`src/rtl/pong_pkg.sv`:
```
// Shared constants for the pong controller: FSM encodings, direction
// encodings, default screen/paddle geometry and the serve (centre) position.
package pong_pkg;

   // FSM state encodings, kept as plain vectors so the state port is a
   // simple 2-bit value.
   localparam logic [1:0] QI      = 2'b00;   // idle, waiting for start
   localparam logic [1:0] QGAME_1 = 2'b01;   // serve pause
   localparam logic [1:0] QGAME_2 = 2'b10;   // rally
   localparam logic [1:0] QDONE   = 2'b11;   // game over

   // Direction bits: dx=1 moves right, dy=1 moves down.
   localparam logic DIR_LEFT  = 1'b0;
   localparam logic DIR_RIGHT = 1'b1;
   localparam logic DIR_UP    = 1'b0;
   localparam logic DIR_DOWN  = 1'b1;

   // Default geometry.
   localparam int DEF_SCREEN_W    = 640;
   localparam int DEF_SCREEN_H    = 480;
   localparam int DEF_BALL_SZ     = 8;
   localparam int DEF_STEP        = 2;
   localparam int DEF_P1_X        = 20;
   localparam int DEF_P2_X        = 610;
   localparam int DEF_PAD_W       = 10;
   localparam int DEF_PAD_H       = 50;
   localparam int DEF_WIN_SCORE   = 10;
   localparam int DEF_SERVE_FRAMES = 60;

   // Ball top-left coordinate that centres it on a span.
   function automatic int centre(input int span, input int sz);
      return (span - sz) / 2;
   endfunction

   // Serve position for the default screen: (316,236).
   localparam int CENTRE_X = (DEF_SCREEN_W - DEF_BALL_SZ) / 2;
   localparam int CENTRE_Y = (DEF_SCREEN_H - DEF_BALL_SZ) / 2;

endpackage

```
`src/rtl/pong_collide.sv`:
```
// Combinational collision / scoring decisions for one frame of ball motion.
// Looks only at the current ball position and direction; the caller applies
// the resulting moves.
module pong_collide
   import pong_pkg::*;
#(
   parameter int SCREEN_W = DEF_SCREEN_W,
   parameter int SCREEN_H = DEF_SCREEN_H,
   parameter int BALL_SZ  = DEF_BALL_SZ,
   parameter int STEP     = DEF_STEP,
   parameter int P1_X     = DEF_P1_X,
   parameter int P2_X     = DEF_P2_X,
   parameter int PAD_W    = DEF_PAD_W,
   parameter int PAD_H    = DEF_PAD_H
) (
   input  logic [10:0] ball_x,
   input  logic [9:0]  ball_y,
   input  logic [9:0]  p1_pos,
   input  logic [9:0]  p2_pos,
   input  logic        dx,
   input  logic        dy,
   output logic        reflect_x,
   output logic        reflect_y,
   output logic        point_p1,
   output logic        point_p2
);

   // Paddle contact windows: the ball may arrive anywhere within one STEP of
   // the paddle face, so the window is STEP+1 pixels wide.
   localparam logic [10:0] L_LO   = 11'(P1_X + PAD_W);
   localparam logic [10:0] L_HI   = 11'(P1_X + PAD_W + STEP);
   localparam logic [10:0] R_LO   = 11'(P2_X - BALL_SZ - STEP);
   localparam logic [10:0] R_HI   = 11'(P2_X - BALL_SZ);
   localparam logic [10:0] X_EDGE = 11'(SCREEN_W - BALL_SZ - STEP);
   localparam logic [10:0] STEP_X = 11'(STEP);
   localparam logic [9:0]  Y_EDGE = 10'(SCREEN_H - BALL_SZ - STEP);
   localparam logic [9:0]  STEP_Y = 10'(STEP);

   logic [10:0] by;
   logic        p1_hit;
   logic        p2_hit;
   logic        left_win;
   logic        right_win;

   // Overlap and wall tests, widened to 11 bits so ball_y+BALL_SZ and
   // pos+PAD_H cannot wrap.
   always_comb begin
      by        = {1'b0, ball_y};
      p1_hit    = (by + 11'(BALL_SZ) > {1'b0, p1_pos}) && (by < {1'b0, p1_pos} + 11'(PAD_H));
      p2_hit    = (by + 11'(BALL_SZ) > {1'b0, p2_pos}) && (by < {1'b0, p2_pos} + 11'(PAD_H));
      left_win  = (ball_x >= L_LO) && (ball_x <= L_HI);
      right_win = (ball_x >= R_LO) && (ball_x <= R_HI);
      reflect_x = (dx == DIR_RIGHT) ? (right_win && p2_hit) : (left_win && p1_hit);
      reflect_y = (dy == DIR_DOWN) ? (ball_y >= Y_EDGE) : (ball_y <= STEP_Y);
      point_p2  = (dx == DIR_LEFT)  && !reflect_x && (ball_x < STEP_X);
      point_p1  = (dx == DIR_RIGHT) && !reflect_x && (ball_x >= X_EDGE);
   end

endmodule

```
`src/rtl/pong_game_ctrl.sv`:
```
// Pong game controller: serve/rally/game-over FSM, ball position and
// direction, scores and winner. All outputs are registers.
module pong_game_ctrl
   import pong_pkg::*;
#(
   parameter int SCREEN_W     = DEF_SCREEN_W,
   parameter int SCREEN_H     = DEF_SCREEN_H,
   parameter int BALL_SZ      = DEF_BALL_SZ,
   parameter int STEP         = DEF_STEP,
   parameter int P1_X         = DEF_P1_X,
   parameter int P2_X         = DEF_P2_X,
   parameter int PAD_W        = DEF_PAD_W,
   parameter int PAD_H        = DEF_PAD_H,
   parameter int WIN_SCORE    = DEF_WIN_SCORE,
   parameter int SERVE_FRAMES = DEF_SERVE_FRAMES
) (
   input  logic        clk,
   input  logic        reset,
   input  logic        start,
   input  logic        frame_tick,
   input  logic [9:0]  p1_pos,
   input  logic [9:0]  p2_pos,
   output logic [10:0] ball_x,
   output logic [9:0]  ball_y,
   output logic [3:0]  p1_score,
   output logic [3:0]  p2_score,
   output logic [1:0]  state,
   output logic        winner
);

   localparam int CNT_W = $clog2(SERVE_FRAMES + 1);

   localparam logic [10:0]      CX         = 11'(centre(SCREEN_W, BALL_SZ));
   localparam logic [9:0]       CY         = 10'(centre(SCREEN_H, BALL_SZ));
   localparam logic [10:0]      STEP_X     = 11'(STEP);
   localparam logic [9:0]       STEP_Y     = 10'(STEP);
   localparam logic [10:0]      P1_BOUNCE  = 11'(P1_X + PAD_W);
   localparam logic [10:0]      P2_BOUNCE  = 11'(P2_X - BALL_SZ);
   localparam logic [9:0]       Y_BOTTOM   = 10'(SCREEN_H - BALL_SZ);
   localparam logic [3:0]       WIN        = 4'(WIN_SCORE);
   localparam logic [CNT_W-1:0] SERVE_LAST = CNT_W'(SERVE_FRAMES);

   logic             dx;
   logic             dy;
   logic [CNT_W-1:0] pause_cnt;
   logic [CNT_W-1:0] cnt_inc;
   logic             reflect_x;
   logic             reflect_y;
   logic             point_p1;
   logic             point_p2;
   logic [10:0]      x_next;
   logic [9:0]       y_next;
   logic [3:0]       p1_inc;
   logic [3:0]       p2_inc;

   pong_collide #(
      .SCREEN_W (SCREEN_W),
      .SCREEN_H (SCREEN_H),
      .BALL_SZ  (BALL_SZ),
      .STEP     (STEP),
      .P1_X     (P1_X),
      .P2_X     (P2_X),
      .PAD_W    (PAD_W),
      .PAD_H    (PAD_H)
   ) u_collide (
      .ball_x    (ball_x),
      .ball_y    (ball_y),
      .p1_pos    (p1_pos),
      .p2_pos    (p2_pos),
      .dx        (dx),
      .dy        (dy),
      .reflect_x (reflect_x),
      .reflect_y (reflect_y),
      .point_p1  (point_p1),
      .point_p2  (point_p2)
   );

   // Candidate ball position for the next frame; a reflection parks the ball
   // against the paddle face or the wall instead of stepping past it.
   always_comb begin
      if (reflect_x) begin
         x_next = (dx == DIR_RIGHT) ? P2_BOUNCE : P1_BOUNCE;
      end else begin
         x_next = (dx == DIR_RIGHT) ? ball_x + STEP_X : ball_x - STEP_X;
      end
      if (reflect_y) begin
         y_next = (dy == DIR_DOWN) ? Y_BOTTOM : 10'd0;
      end else begin
         y_next = (dy == DIR_DOWN) ? ball_y + STEP_Y : ball_y - STEP_Y;
      end
      cnt_inc = pause_cnt + CNT_W'(1);
      p1_inc  = p1_score + 4'd1;
      p2_inc  = p2_score + 4'd1;
   end

   // Game FSM and all game registers; dropping start always returns to idle
   // first, so a tick arriving with a start change never moves the ball.
   always_ff @(posedge clk or negedge reset) begin
      if (!reset) begin
         state     <= QI;
         ball_x    <= CX;
         ball_y    <= CY;
         p1_score  <= 4'd0;
         p2_score  <= 4'd0;
         winner    <= 1'b0;
         dx        <= DIR_LEFT;
         dy        <= DIR_DOWN;
         pause_cnt <= '0;
      end else if (state != QI && !start) begin
         state <= QI;
      end else begin
         case (state)
            QI: begin
               if (start) begin
                  state     <= QGAME_1;
                  p1_score  <= 4'd0;
                  p2_score  <= 4'd0;
                  ball_x    <= CX;
                  ball_y    <= CY;
                  dx        <= DIR_LEFT;
                  dy        <= DIR_DOWN;
                  pause_cnt <= '0;
               end
            end
            QGAME_1: begin
               if (frame_tick) begin
                  if (cnt_inc == SERVE_LAST) begin
                     state     <= QGAME_2;
                     pause_cnt <= '0;
                  end else begin
                     pause_cnt <= cnt_inc;
                  end
               end
            end
            QGAME_2: begin
               if (frame_tick) begin
                  if (point_p1) begin
                     p1_score <= p1_inc;
                     if (p1_inc == WIN) begin
                        state  <= QDONE;
                        winner <= 1'b0;
                     end else begin
                        state     <= QGAME_1;
                        ball_x    <= CX;
                        ball_y    <= CY;
                        dx        <= DIR_RIGHT;
                        pause_cnt <= '0;
                     end
                  end else if (point_p2) begin
                     p2_score <= p2_inc;
                     if (p2_inc == WIN) begin
                        state  <= QDONE;
                        winner <= 1'b1;
                     end else begin
                        state     <= QGAME_1;
                        ball_x    <= CX;
                        ball_y    <= CY;
                        dx        <= DIR_LEFT;
                        pause_cnt <= '0;
                     end
                  end else begin
                     ball_x <= x_next;
                     ball_y <= y_next;
                     if (reflect_x) dx <= ~dx;
                     if (reflect_y) dy <= ~dy;
                  end
               end
            end
            default: ;
         endcase
      end
   end

endmodule

```
`config.mk`:
```
export PLATFORM = sky130hd
export DESIGN_NAME = pong_game_ctrl
export DESIGN_NICKNAME = d
export VERILOG_FILES = /design/src/rtl/pong_pkg.sv /design/src/rtl/pong_collide.sv /design/src/rtl/pong_game_ctrl.sv
export SDC_FILE = /design/constraint.sdc
export NUM_CORES = 1
export LEC_CHECK = 0
export ABC_AREA = 1
export BUFFER_PORTS_ARGS = -buffer_cell sky130_fd_sc_hd__buf_2
export CORE_MARGIN = 1.5
export CORE_UTILIZATION = 60
export CTS_CLUSTER_DIAMETER = 100
export DETAILED_ROUTE_END_ITERATION = 7
export GPL_TIMING_DRIVEN = 0
export PLACE_DENSITY_LB_ADDON = 0.3
export REMOVE_ABC_BUFFERS = 1
export SLEW_MARGIN = 40
export SYNTH_ARGS = -nofsm -noshare
export SYNTH_HDL_FRONTEND = slang
export SYNTH_HIERARCHICAL = 1
export SYNTH_SLANG_ARGS = --single-unit
```
`constraint.sdc`:
```
create_clock -name clk -period 7.44 [get_ports clk]
set_clock_uncertainty 0.05 [all_clocks]
set_input_delay 1.488 -clock clk [delete_from_list [all_inputs] [get_ports clk]]
set_output_delay 1.488 -clock clk [all_outputs]
set_load 0.01 [all_outputs]
```
After elaboration in Yosys (flattened, before gate mapping)
Cells that the tools add are included.
Cells by class
  add/sub/neg operators: 10
  magnitude comparators: 12
  equality and inequality tests: 24
  muxes and demuxes: 67
  bitwise operators: 3
  reduce and logical (&&, ||, !) cells: 28
Operators by type and width (count)
  10-bit two-way mux: 9
  11-bit two-way mux: 8
  6-bit two-way mux: 8
  4-bit two-way mux: 6
  6-bit AND reduction: 4
  10-bit by 6-bit adder with 11-bit output (second input constant): 2
  11-bit by 10-bit >= comparator with 1-bit output (second input constant): 2
  11-bit by 10-bit greater-than comparator with 1-bit output: 2
  10-bit by 11-bit less-than comparator with 1-bit output: 2
  11-bit one-hot mux with 2 select lines: 1
  3-bit != test (second input constant): 7
  10-bit one-hot mux with 2 select lines: 1
  1-bit two-way mux: 18
  2-bit two-way mux: 9
  6-bit one-hot mux with 3 select lines: 1
  2-bit != test (second input constant): 8
  4-bit one-hot mux with 2 select lines: 2
  7-bit AND reduction: 2
  4-bit != test (second input constant): 3
  10-bit by 4-bit adder with 11-bit output (second input constant): 1
  11-bit by 2-bit adder with 11-bit output (second input constant): 1
  11-bit by 5-bit >= comparator with 1-bit output (second input constant): 1
  11-bit by 10-bit <= comparator with 1-bit output (second input constant): 1
  11-bit by 6-bit <= comparator with 1-bit output (second input constant): 1
  other kinds (25): 44
Word-level totals
  register bits after elaboration: 40
  input bits: 24
  output and inout port bits: 32
  word-level logic and storage cells: 153

Depth between registers and ports, before layout
  word-level depth: 13
  gate-level depth with buffers: 26

Hierarchy
Netlist, hierarchy kept.
Modules (own cells, without submodules)
  pong_game_ctrl: instances 1, cells an instance 436, area each 2990.4 um^2, sequential area each 964.7 um^2
  pong_collide: instances 1, cells an instance 296, area each 1710.4 um^2, sequential area each 0.0 um^2

Worst setup path before layout
No wires, ideal clock.
  path type: input to register
  start: in p2_pos[4]
  end: reg dx
  arrival time: 3.731 ns
  required time: 7.267 ns
  slack: 3.536 ns
  stages: 24
  buffers on the path: 1
  cell sequence: nor2_1 -> nand2_1 -> xor2_1 -> ha_1 -> nand2_1 -> inv_1 -> nand2_1 -> nand2_1 -> a21oi_1 -> nor2_1 -> nor2_1 -> nand3_1 -> nand2_1 -> nor2_1 -> nand2_1 -> nor2_1 -> nand2_1 -> nor2_1 -> nor2_2 -> nand2_4 -> inv_2 -> buf_6 -> nand3_1 -> nand2_1
On the way
  elaborated cells between the ends (all ways): 19
RTL lines
  from (decl): RTL line pong_game_ctrl.sv:22  | input logic [9:0] p2_pos,
  10-bit by 6-bit adder with 11-bit output: RTL line pong_collide.sv:50  | p2_hit = (by + 11'(BALL_SZ) > {1'b0, p2_pos}) && (by < {1'b0, p2_pos} + 11'(PAD_H));
  10-bit by 11-bit less-than comparator with 1-bit output: RTL line pong_collide.sv:50
  1-bit logical AND (*): RTL line pong_collide.sv:50
  1-bit logical AND (*): RTL line pong_collide.sv:53  | reflect_x = (dx == DIR_RIGHT) ? (right_win && p2_hit) : (left_win && p1_hit);
  1-bit two-way mux (*): RTL line pong_collide.sv:53
  1-bit logical NOT (*): RTL line pong_collide.sv:56  | point_p1 = (dx == DIR_RIGHT) && !reflect_x && (ball_x >= X_EDGE);
  1-bit logical AND (*) (2 in a row): RTL line pong_collide.sv:56
  named net point_p1: RTL line pong_game_ctrl.sv:49  | logic point_p1;
  1-bit two-way mux: RTL line pong_game_ctrl.sv:137  | if (point_p1) begin
  1-bit two-way mux: RTL line pong_game_ctrl.sv:136  | if (frame_tick) begin
  1-bit one-hot mux with 2 select lines: RTL line pong_game_ctrl.sv:112  | case (state)
  to (signal assigned): RTL line pong_game_ctrl.sv:164  | if (reflect_x) dx <= ~dx;
  to (decl): RTL line pong_game_ctrl.sv:43  | logic dx;
Mark *: on every way through the listed nets, which the timed path passes. The rest lies on a longest branch. The select of a mux whose other input is x is not followed.
A chain may end at the register's enable or synchronous reset.

Worst setup path in the final report
  start: in p2_pos[1]
  end: reg ball_x[5]
On the way
  elaborated cells between the ends (all ways): 19
RTL lines
  10-bit by 6-bit adder with 11-bit output: RTL line pong_collide.sv:50
  10-bit by 11-bit less-than comparator with 1-bit output: RTL line pong_collide.sv:50
  1-bit logical AND (*): RTL line pong_collide.sv:50
  1-bit logical AND (*): RTL line pong_collide.sv:53
  1-bit two-way mux (*): RTL line pong_collide.sv:53
  1-bit logical NOT (*): RTL line pong_collide.sv:56
  1-bit logical AND (*) (2 in a row): RTL line pong_collide.sv:56
  named net point_p1: RTL line pong_game_ctrl.sv:49
  11-bit two-way mux: RTL line pong_game_ctrl.sv:137
  11-bit two-way mux: RTL line pong_game_ctrl.sv:136
  11-bit one-hot mux with 2 select lines: RTL line pong_game_ctrl.sv:112
  to (signal assigned): RTL line pong_game_ctrl.sv:162  | ball_x <= x_next;
  to (decl): RTL line pong_game_ctrl.sv:23  | output logic [10:0] ball_x,
Marks and branches as above.

==> metrics.log <==
[metrics] maximum fanout count along the critical path: 16
[metrics] number of distinct standard cells referenced by the synthesized netlist: between 40 and 50
[metrics] cell count after synthesis: 732
[metrics] first-pass GRT wire length: slightly above 20000 um
[metrics] Final Setup Violations: 0
[metrics] maximum clock frequency: ~220 MHz
[metrics] final worst path period share: between 60% and 70%
[metrics] kind of cell adding the most delay to the critical path: simple AND/OR/NAND/NOR gates
[metrics] Post-CTS Setup Repair Bufs: 0
[metrics] average instance area after synthesis: ~6.4 um2
[metrics] proportion of netlist area held by the largest area contributor: between 10% and 20%
[metrics] half-perimeter wire length after detailed placement: slightly above 9000 um
[metrics] max capacitance violation total: 0
[metrics] CTS Sinks: 38
[metrics] Yosys warning total: 6
[metrics] crit path max-delay cell type: sky130_fd_sc_hd__nor2_1
[metrics] Finished Core Util: slightly below 70%
[metrics] largest net degree at the start of global routing: 39
[metrics] count of nets after finishing: about 880
[metrics] Worst EP arrival: about 4.7 ns
[metrics] antenna viol nets, final: 0
[metrics] most common cell in the netlist: sky130_fd_sc_hd__nand2_1
[metrics] cell seen most often among critical-path stages: sky130_fd_sc_hd__nand2_1
[metrics] clock latency on the worst-skew pair: 0.30 ns
[metrics] wirelength, routed: 11720 um
[metrics] cells along the critical path: buf_2, ha_1, nand2_1, nand2_1, nand2_1, xor2_1, ha_1, nand2_1, inv_1, nand3_1, nor2_1, nor2_1, nand3_1, nand2_1, nor2_1, nand2_1, nor2_1, nand2_1, nor2_1, nor2_2, nand2_4, inv_2, o21ai_0, inv_1
[metrics] Antenna diodes: 0
[metrics] DRC: 0
[metrics] total number of placement rows: 32
[metrics] remaining global-route overflow: 0
[metrics] top cells by instance count after synthesis: 203 x sky130_fd_sc_hd__nand2_1, 123 x sky130_fd_sc_hd__inv_1, 72 x sky130_fd_sc_hd__nor2_1
[metrics] slew at the pin closest to its max-slew limit: between 0.6 and 0.7 ns
[metrics] layout overhead on the synthesized area: 9.875%
[metrics] die width: 91.52 um
[metrics] TritonCTS clock tree: yes
[metrics] sequential area share after synthesis: between 20% and 30%
[metrics] H-Tree Level Count: 2
[metrics] critical path startpoint category: input port
[metrics] routed wirelength normalized by instance count: between 10 and 15 um
[metrics] final hold viol count: 0
[metrics] final-report max-slew violation count: 0
[metrics] cell type contributing the most total cell area after synthesis: sky130_fd_sc_hd__ha_1
[metrics] required time of the critical path: 7.63 ns
[metrics] area of the mapped netlist: 4701 um2
[metrics] clock transition at the registers of the reported paths: 0.08 ns
[metrics] core box area: around 7600 um2
[metrics] per-cell via count in the routed design: ~5.4
[metrics] setup repair after global routing missed its margin: false
[metrics] status: complete, no violations
[metrics] Critical Path Stages: 24
[metrics] Resized cells post-CTS: 0
[metrics] vertical die dimension: slightly above 90 um
[metrics] delay of the slowest cell on the worst path: roughly 0.49 ns
[metrics] post-layout min period: 4.546 ns
[metrics] number of synthesized flops with an enable pin: 0
[metrics] Critical Setup Path Class: in -> reg
[metrics] buffer levels on the longest clock path: 2
[metrics] CTS buffer count: 5
[metrics] vias: just under 5000
[metrics] worst hold path cell count: 2
[metrics] Synth area leaders: sky130_fd_sc_hd__ha_1 18%, sky130_fd_sc_hd__nand2_1 16%, sky130_fd_sc_hd__dfrtp_1 14%
[metrics] gp weighted congestion: 0.9010
[metrics] primary flip-flop cell chosen by synthesis mapping: sky130_fd_sc_hd__dfrtp_1
[metrics] fraction of registers with async set or reset after synthesis: 100.0%
[metrics] total iterations of the first detailed-routing run: 5
[metrics] share of post-route cells with drive strength above 1: a little under an eighth
[metrics] Static Leak: 2.948 nW
[metrics] count of state elements after synthesis: 38
[metrics] worst-case headroom to the max-slew limit: roughly three fifths
[metrics] FF/Latch Area: 964.7 um2
[metrics] via count of the first global-routing pass: 4654
[metrics] CTS root buffer: sky130_fd_sc_hd__clkbuf_8
[metrics] maximum vdd ir drop: approximately 0.19 mV
[metrics] number of fillers in the final layout: between 700 and 800
[metrics] initial core utilization: about three fifths
[metrics] port buffer count: 53
[metrics] area used by multi-input combinational logic: about 3200 um2
[metrics] Die Area: between 8000 and 9000 um2
[metrics] num ports: 56
[metrics] worst hold-check path type: reg -> reg
[metrics] type of element capturing the critical path: flop
[metrics] total of hold buffers inserted after clock tree synthesis: 0
[metrics] antenna violations before repair: 0
[metrics] total global routing track utilization: just under 30%
[metrics] power per unit of standard cell area: about 300 nW/um2
[metrics] worst path buffer plus inverter count: 4
[metrics] total power consumption of the routed design: between 1.5 and 2 mW
[metrics] setup TNS after final layout: 0 ns
[metrics] r2r worst-path depth: 23
[metrics] Iter 0 DRT Violations: around 300
kinds of logic after synthesis:
family | share of synthesized area [%]
AND/OR/NAND/NOR | 35.75
buffers and inverters | 11.05
AO/OA/AOI/OAI | 10.09
adder cells (fa/ha/maj) | 18.42
flip-flops | 20.52
XOR/XNOR | 4.099
other | 0.07977
cell type report:
type	instances	share of cell area, %
sequential	38	18.68
tap	102	2.471
clock inverter	2	0.2422
inverter	127	9.254
multi-input combinational	566	62.57
clock buffer	6	1.599
timing repair buffer	53	5.184
flip-flops by register name, indices dropped and copies added (netlist names):
name	count
ball_x	10
ball_y	9
dx	1
dy	1
p1_score	4
p2_score	4
pause_cnt	6
state	2
winner	1
layout by cell type (no fill, tap or decap), drive strengths merged, types with 5 or more instances in the layout:
cell    netlist  routed
nand3b        6       6
clkbuf        0       6
xor2         15      15
dfstp        11      11
a21oi        31      31
conb          1       5
inv         125     125
nand2       210     210
nor3          5       5
nand4        17      17
buf           5      53
xnor2         7       7
o22ai         5       5
dfrtp        27      27
o21ai        36      36
ha           66      66
nand3        63      63
nor2         77      77
per-stage QoR:
stage	worst slack, ns	instance area, um2	hold slack, ns	instances
6_report	2.894	5165	0.4478	894
5_1_grt	2.554	5165	0.5100	894
2_1_floorplan	3.521	4674	0.4161	731
4_1_cts	2.981	5165	0.4569	894
3_5_place_dp	2.677	5070	0.4279	886
3_3_place_gp	2.765	5067	0.4320	886
report_power, final:
| part | internal (mW) | leakage (nW) | switching [mW] |
|---|---|---|---|
| Combinational | 0.394 | 2.41 | 0.628 |
| Sequential | 0.269 | 0.488 | 0.118 |
| Clock | 0.0746 | 0.0472 | 0.0825 |
worst paths after layout:
path / endpoint / start / slack, ns
setup / recovery: ball_x[5]$_DFFE_PN1P_ / p2_pos[1] / 2.89
hold / removal: winner$_DFFE_PN0P_ / winner$_DFFE_PN0P_ / 0.45
setup reg to reg: ball_x[5]$_DFFE_PN1P_ / ball_y[3]$_DFFE_PN1P_ / 3.29
hold reg to reg: winner$_DFFE_PN0P_ / winner$_DFFE_PN0P_ / 0.45
max in group asynchronous: ball_x[5]$_DFFE_PN1P_ / reset / 5.88
min in group asynchronous: ball_x[9]$_DFFE_PN0P_ / reset / 1.08
tightest hold or removal path, cell delays in order (launching register included):
cell and delay (ns):
sky130_fd_sc_hd__dfrtp_1 0.35, sky130_fd_sc_hd__nand2_1 0.05, sky130_fd_sc_hd__o21ai_0 0.06
routing by layer:
layer	GRT usage, %	vias up	share of wire (%)
met2	51.24	157	48
met1	36.35	2206	45
met5	0	-	0
met3	4.020	19	5.5
li1	-	2472	-
met4	10.29	0	1.6
No activity file was read; power rests on OpenSTA's default activity.
